===== src/rtl/des_dec_key_sched.sv =====
// des_dec_key_sched: sequential DES key schedule.
// The default build streams the 16 round subkeys in decrypt order (K16 first).
// Define DES_KS_ENC_MODE_EN to add an 'encrypt' input that selects forward order (K1 first).
// PARITY_CHK=1 reports an even-parity key byte on parity_err, latched when start is accepted.
module des_dec_key_sched #(
  parameter int PARITY_CHK = 1
) (
  input  logic        clk,
  input  logic        rst,
  input  logic [63:0] key_in,
  input  logic        start,
`ifdef DES_KS_ENC_MODE_EN
  input  logic        encrypt,
`endif
  input  logic        subkey_ready,
  output logic [47:0] subkey,
  output logic        subkey_valid,
  output logic [3:0]  round_idx,
  output logic        busy,
  output logic        done,
  output logic        parity_err
);

  typedef enum logic [1:0] {IDLE, LOAD, EMIT, DONE} state_t;

  // PC-1 and PC-2 tables, entries are 1-based DES bit numbers (bit 1 = MSB)
  localparam int PC1_TAB [56] = '{
    57, 49, 41, 33, 25, 17,  9,  1, 58, 50, 42, 34, 26, 18,
    10,  2, 59, 51, 43, 35, 27, 19, 11,  3, 60, 52, 44, 36,
    63, 55, 47, 39, 31, 23, 15,  7, 62, 54, 46, 38, 30, 22,
    14,  6, 61, 53, 45, 37, 29, 21, 13,  5, 28, 20, 12,  4
  };
  localparam int PC2_TAB [48] = '{
    14, 17, 11, 24,  1,  5,  3, 28, 15,  6, 21, 10,
    23, 19, 12,  4, 26,  8, 16,  7, 27, 20, 13,  2,
    41, 52, 31, 37, 47, 55, 30, 40, 51, 45, 33, 48,
    44, 49, 39, 56, 34, 53, 46, 42, 50, 36, 29, 32
  };

  state_t      state_reg, state_next;
  logic [55:0] cd_reg, cd_next;
  logic [3:0]  round_reg, round_next;
  logic        parity_reg, parity_next;

  logic [55:0] pc1_key;
  logic [47:0] pc2_cd;
  logic        key_par_err;
  logic [3:0]  idx_next;
  logic        shift_one;
  logic [55:0] cd_step;

  // Bit permutations as pure wiring
  generate
    for (genvar gi = 0; gi < 56; gi++) begin : g_pc1
      assign pc1_key[55-gi] = key_in[64-PC1_TAB[gi]];
    end
    for (genvar gi = 0; gi < 48; gi++) begin : g_pc2
      assign pc2_cd[47-gi] = cd_reg[56-PC2_TAB[gi]];
    end
    if (PARITY_CHK != 0) begin : g_par
      logic [7:0] byte_par;
      for (genvar gi = 0; gi < 8; gi++) begin : g_byte
        assign byte_par[gi] = ^key_in[gi*8 +: 8];
      end
      // A valid DES key byte has odd parity; any even byte flags an error
      assign key_par_err = ~&byte_par;
    end else begin : g_nopar
      assign key_par_err = 1'b0;
    end
  endgenerate

  function automatic logic [27:0] rotr(input logic [27:0] x, input logic one);
    return one ? {x[0], x[27:1]} : {x[1:0], x[27:2]};
  endfunction

  // Rounds 1, 8 and 15 move by one position, all others by two; this holds
  // for both the decrypt right-shift and the encrypt left-shift tables.
  assign idx_next  = round_reg + 4'd1;
  assign shift_one = (idx_next == 4'd1) || (idx_next == 4'd8) || (idx_next == 4'd15);

`ifdef DES_KS_ENC_MODE_EN
  logic enc_reg;

  function automatic logic [27:0] rotl(input logic [27:0] x, input logic one);
    return one ? {x[26:0], x[27]} : {x[25:0], x[27:26]};
  endfunction

  // Direction is captured together with the key
  always_ff @(posedge clk) begin
    if (rst)
      enc_reg <= 1'b0;
    else if (state_reg == IDLE && start)
      enc_reg <= encrypt;
  end

  assign cd_step = enc_reg ?
    {rotl(cd_reg[55:28], shift_one), rotl(cd_reg[27:0], shift_one)} :
    {rotr(cd_reg[55:28], shift_one), rotr(cd_reg[27:0], shift_one)};
`else
  assign cd_step = {rotr(cd_reg[55:28], shift_one), rotr(cd_reg[27:0], shift_one)};
`endif

  // State and schedule registers
  always_ff @(posedge clk) begin
    if (rst) begin
      state_reg  <= IDLE;
      cd_reg     <= 56'h0;
      round_reg  <= 4'd0;
      parity_reg <= 1'b0;
    end else begin
      state_reg  <= state_next;
      cd_reg     <= cd_next;
      round_reg  <= round_next;
      parity_reg <= parity_next;
    end
  end

  // Next-state logic: load on start, advance one round per accepted subkey
  always_comb begin
    state_next  = state_reg;
    cd_next     = cd_reg;
    round_next  = round_reg;
    parity_next = parity_reg;
    case (state_reg)
      IDLE: begin
        if (start) begin
          cd_next     = pc1_key;
          round_next  = 4'd0;
          parity_next = key_par_err;
          state_next  = LOAD;
        end
      end
      LOAD: begin
`ifdef DES_KS_ENC_MODE_EN
        // Forward order needs the first left shift before K1 is presented
        if (enc_reg)
          cd_next = {rotl(cd_reg[55:28], 1'b1), rotl(cd_reg[27:0], 1'b1)};
`endif
        state_next = EMIT;
      end
      EMIT: begin
        if (subkey_ready) begin
          if (round_reg == 4'd15) begin
            state_next = DONE;
          end else begin
            round_next = idx_next;
            cd_next    = cd_step;
          end
        end
      end
      DONE: state_next = IDLE;
      default: state_next = IDLE;
    endcase
  end

  assign subkey_valid = (state_reg == EMIT);
  assign busy         = (state_reg == LOAD) || (state_reg == EMIT);
  assign done         = (state_reg == DONE);
  assign subkey       = subkey_valid ? pc2_cd : 48'h0;
  assign round_idx    = round_reg;
  assign parity_err   = parity_reg;

endmodule


===== config.mk =====
export PLATFORM = sky130hd
export DESIGN_NAME = des_dec_key_sched
export DESIGN_NICKNAME = d
export VERILOG_FILES = /design/src/rtl/des_dec_key_sched.sv
export SDC_FILE = /design/constraint.sdc
export NUM_CORES = 1
export LEC_CHECK = 0
export BUFFER_PORTS_ARGS = -buffer_cell sky130_fd_sc_hd__buf_2
export CORE_MARGIN = 2
export CORE_UTILIZATION = 35
export CTS_CLUSTER_DIAMETER = 80
export DETAILED_ROUTE_END_ITERATION = 8
export REMOVE_ABC_BUFFERS = 1
export SETUP_SLACK_MARGIN = 0.05
export SYNTH_ARGS = -nofsm -noshare
export SYNTH_HDL_FRONTEND = slang
export SYNTH_SLANG_ARGS = --single-unit

===== constraint.sdc =====
create_clock -name clk -period 4.7 [get_ports clk]
set_clock_uncertainty 0.15 [all_clocks]
set_input_delay 0.94 -clock clk [delete_from_list [all_inputs] [get_ports clk]]
set_output_delay 0.94 -clock clk [all_outputs]
set_load 0.02 [all_outputs]

==> flow_summary.ini, run 1 <==
[sta]
fmax_ghz = 0.3125
hold_viol_final = 0
relSlewSlack = 0.3034
drv_slew = 0
worst_pin_slew_ns = 1.045
grt_setup_unrepaired = false
final-setup-viol-count = 0
period_minus_slack_ns = 3.200
fin_ws_ns = 1.500
finalCritPeriodShare = 0.6807

[worst_setup_path]
startpoint_type = flip-flop
r2r-start = state_reg[0]
rr_endpoint = cd_reg[3]
ff2ff_setup_slack_ns = 1.86
rr_worst_depth = 7
cp_slowest_cell = ha_4
cp-startpoint = state_reg[0]
arrival_ns = 2.11
crit_type = reg -> out
crit_required_ns = 3.61
end_kind = output pin
cp_cell_sequence = inv_1 > ha_4 > buf_4 > and2_1 > buf_2
cp_max_fo = 64
slowest_delay_ns = 0.48

[logic_synthesis]
yosys.area.top_type_share = 0.2814
netlist_instances = 483
synth_ff_type = dfxtp_1
yosys.area.top_type = dfxtp_1
synth-seq-area-share = 0.2814
synthMostInstantiatedCell = dfxtp_1
synthTopCellsByCount = dfxtp_1 (63), nor2b_1 (58)
synth_area_per_cell_sq_um = 9.279
ys_types = 35
yosys-top-cells-area = dfxtp_1 (28%), a32o_1 (13%), mux2i_1 (13%)
async_flop_share = 0
synth_edf_count = 0
synth_area_sq_um = 4482
ys_seq_elements = 63
yosys_warnings = 0

[floorplanning]
initial_core_util = 0.3566
coreArea_sq_um = 12570
pin_count = 124
fp.dieH_um = 117.2
die_w_um = 117.2
die_area_sq_um = 13730
fp-row-count = 41

[power]
vdd_drop_max_mv = 0.1820
cellLeakagePower_nw = 2.219
power.total_mw = 3.059
power_density_nw_per_um2 = 566.0

[final_layout]
drive_above_1_share = 0.3475
largest_reg_flops = 56
nets = 656
diodes = 0
area_growth_pct = 20.60

[detailed_routing]
drt_iter0_drc = 285
drt-total-wl_um = 11590
vias = 3769
drtAntennaViolNets = 0
viasPerCell = 4.966
drc = 0
first_pass_iters = 4
wl_per_cell_um = 15.26

[cts]
tritoncts = yes
insertion_delay_ns = 0.33
hold_buffers = 0
cts_sinks = 63
cts_htree_levels = 3
cts_root_buffer = clkbuf_16
clk_path_buf_depth = 2
post-cts-setup-buffers = 0
cts.reportedPaths.clkPinSlew_ns = 0.05
cts_resized = 0
cts_made_buffers = 9

[grt]
grt_first_pass_wirelength_um = 17860
grt_overflow_total = 0
antenna_found_initial = 0
grt.total_usage = 0.1680
first_global_vias = 3586
grt_max_degree = 65

[place]
gp_congestion = 0.7854
hpwl_um = 8491
numPortBuffers = 123
pre_cts_ws_ns = 1.761

[min_path]
holdPathEnd = cd_reg[21]
hold_depth = 1
hp-start = cd_reg[21]
min_path_type = reg -> reg

[status]
status = finished, final reports clean

[flow_run]
drv_cap = 0
## worst max path at each step
stage	end	slack (ns)	cells after the start
CTS	subkey[14]	1.48	5
global placement	cd_reg[15]	1.79	6
detailed placement	cd_reg[3]	1.76	6
floorplan	cd_reg[0]	-0.42	6
global route	subkey[3]	1.32	5
finish	subkey[10]	1.50	5
## cell families after synthesis
| logic type | count (synthesis) | synth area share |
|---|---|---|
| multiplexers | 56 | 0.1251 |
| AND/OR/NAND/NOR | 189 | 0.2577 |
| buffers and inverters | 44 | 0.06142 |
| XOR/XNOR | 56 | 0.1094 |
| AO/OA/AOI/OAI | 69 | 0.1482 |
| flip-flops | 63 | 0.2814 |
| adder cells (fa/ha/maj) | 6 | 0.01675 |
## worst max-delay path: cells and delay by family (launching register included)
kind	cells	cell delay (ns)
and+or+nand+nor	1	0.19
buffers and inverters	3	0.75
DFF	1	0.32
adders and majority gates	1	0.48
## layer usage
metal | vias to the layer above | wire (um) | track usage
li1 | 1895 | - | -
met4 | 0 | 249 | 0.06824
met2 | 116 | 5466 | 0.2655
met1 | 1737 | 5351 | 0.2296
met3 | 21 | 519 | 0.02523
met5 | - | 0 | 0
## cell type report
class	count	area, sq um
Inverter	5	18.77
Tap cell	172	215.2
Fill cell	1277	7163
Clock buffer	12	246.5
Timing Repair Buffer	127	645.6
Multi-Input combinational cell	376	2973
Clock inverter	4	45.04
Sequential cell	63	1261
## report_power, final
| part | leakage [nW] | switching (mW) | internal, mW |
|---|---|---|---|
| Combinational | 1.55 | 0.761 | 0.648 |
| Clock | 0.146 | 0.243 | 0.422 |
| Sequential | 0.518 | 0.185 | 0.800 |
## layout by cell type, fill, tap and decap left out, types with 2 or more instances in the layout
cell type	count
a21oi_1	4
ha_1	5
or2_2	56
nor2b_1	57
inv_1	5
nand2_1	2
nor4_1	2
mux2i_1	56
dfxtp_1	63
clkbuf_16	9
clkinv_2	3
a32o_1	56
and2_1	49
buf_4	4
clkbuf_1	2
nor2_1	9
xnor2_1	56
nand3_1	5
buf_2	123
## through the flow
stage,instance area (sq um),TNS (ns),cells,util,hold WS (ns)
CTS,5405,0,759,0.4301,0.3173
finish,5405,0,759,0.4301,0.3180
floorplan,4225,-23.43,444,-,0.2925
detailed placement,5114,0,743,0.4069,0.3052
global placement,5114,0,743,0.4069,0.3006
global route,5405,0,759,0.4301,0.3395
Power figures use the tool's default switching activity.
==> inputs of run 2 (changes only) <==
clock period = 3.15 ns   (was 4.7 ns; I/O delays follow)
==> flow_summary.ini, run 2 (same netlist as run 1, synthesis figures left out) <==
[final_layout]
nets = 659
fin_util = 0.4356
final_common_cell = buf_2
final_cell_mix = buf_2 (123), dfxtp_1 (63), nor2b_1 (57)
finalInstanceArea_sq_um = 5475
drive_above_1_share = 0.3514
nFillCells = 1291
area_growth_pct = 22.17
largest_reg_flops = 56

[cts]
cts_htree_levels = 3
cts_made_buffers = 9
cts_sinks = 63
hold_buffers = 0
cts.reportedPaths.clkPinSlew_ns = 0.06
cts_root_buffer = clkbuf_16
tritoncts = yes
cts_resized = 0
clk_path_buf_depth = 2
insertion_delay_ns = 0.33
post-cts-setup-buffers = 0

[min_path]
min_path_type = reg -> reg
hold_depth = 1

[detailed_routing]
vias = 3771
drtAntennaViolNets = 0
drc = 0
first_pass_iters = 4
route.met2.wl_um = 5854
wl_per_cell_um = 15.55
drt_iter0_drc = 241
viasPerCell = 4.949
top_layer_used = met4
wl_met3_um = 485
wl_met1_um = 5369
drt-total-wl_um = 11850

[sta]
grt_setup_unrepaired = false
period_minus_slack_ns = 2.512
relSlewSlack = 0.6637
worst_pin_slew_ns = 0.5033
fin_ws_ns = 0.6382
hold_viol_final = 0
final-setup-viol-count = 0
finalCritPeriodShare = 0.7974
fmax_ghz = 0.3981
drv_slew = 0
whs_ns = 0.3189

[power]
combPwrFrac = 0.466
cellLeakagePower_nw = 2.243
power_density_nw_per_um2 = 842.6
vdd_drop_max_mv = 0.3203
seqPwrFrac = 0.317
cellInternalPower_mw = 2.843
clkPwrFrac = 0.218
swShare = 0.3837
power.total_mw = 4.614
switchingPower_mw = 1.770

[floorplanning]
fp.dieH_um = 117.2
fp-row-count = 41
coreArea_sq_um = 12570
initial_core_util = 0.3566
die_w_um = 117.2
die_area_sq_um = 13730
pin_count = 124

[worst_setup_path]
crit_buf_inv = 2
crit_type = reg -> reg
path_delay_family = compound AO/OA/AOI/OAI gates
cp_slowest_cell = dfxtp_1
crit_required_ns = 3.21
slowest_delay_ns = 0.46
end_kind = flip-flop
cp_cell_sequence = inv_1 > ha_1 > nor3b_2 > a311oi_2 > a31o_4 > buf_4 > mux2i_1 > a32o_1
startpoint_type = flip-flop
arrival_ns = 2.57
crit_cells = 8
rr_worst_depth = 8
cp_max_fo = 17

[place]
placed_cell_area_sq_um = 5174
numPortBuffers = 123
gp_congestion = 0.7837
hpwl_um = 8699
pre_cts_ws_ns = 0.6268

[grt]
grt.total_usage = 0.1688
grt_first_pass_wirelength_um = 17880
antenna_found_initial = 0
grt_max_degree = 99
grt_overflow_total = 0
first_global_vias = 3555

[flow_run]
drv_cap = 0

[status]
status = finished, final reports clean
## run 2: worst reg2reg max path, cell delays in order (launching register included)
cell and delay, ns:
dfxtp_1 0.46, inv_1 0.11, ha_1 0.22, nor3b_2 0.16, a311oi_2 0.26, a31o_4 0.34
buf_4 0.32, mux2i_1 0.12, a32o_1 0.27
## run 2: layout make-up
class / count / area, sq um / area share
Inverter: 5 / 18.77 / 0.003428
Multi-Input combinational cell: 376 / 2973 / 0.5430
Tap cell: 172 / 215.2 / 0.03931
Antenna cell: 1 / 2.502 / 0.0004570
Sequential cell: 63 / 1261 / 0.2303
Clock buffer: 12 / 256.5 / 0.04685
Timing Repair Buffer: 130 / 705.7 / 0.1289
Clock inverter: 3 / 42.54 / 0.007770
## run 2: power by group through the flow
stage,clock network [mW],registers [mW],logic (mW)
2_1_floorplan,0,1.40,1.60
3_3_place_gp,0,1.47,2.12
3_5_place_dp,0,1.48,2.16
4_1_cts,1.03,1.46,2.17
5_1_grt,1.06,1.51,2.38
6_report,1.00,1.46,2.15
## run 2: path summary, 6_finish.rpt
kind | from | end | slack, ns
hold reg to reg | cd_reg[34] | cd_reg[34] | 0.32
hold / removal | cd_reg[34] | cd_reg[34] | 0.32
setup reg to reg | round_idx[0] | cd_reg[50] | 0.64
setup / recovery | round_idx[0] | cd_reg[50] | 0.64
## run 2: metrics by stage
step                      std cells  TNS, ns
after floorplan                 444  -131.16
after global placement          746        0
after detailed placement        746        0
after CTS                       761        0
after global routing            761        0
final                           762        0
## run 2: routing by layer
metal | vias to the layer above | global-route usage
li1 | 1894 | -
met2 | 88 | 0.2923
met3 | 10 | 0.03193
met4 | 0 | 0.05098
met5 | - | 0
met1 | 1779 | 0.2128
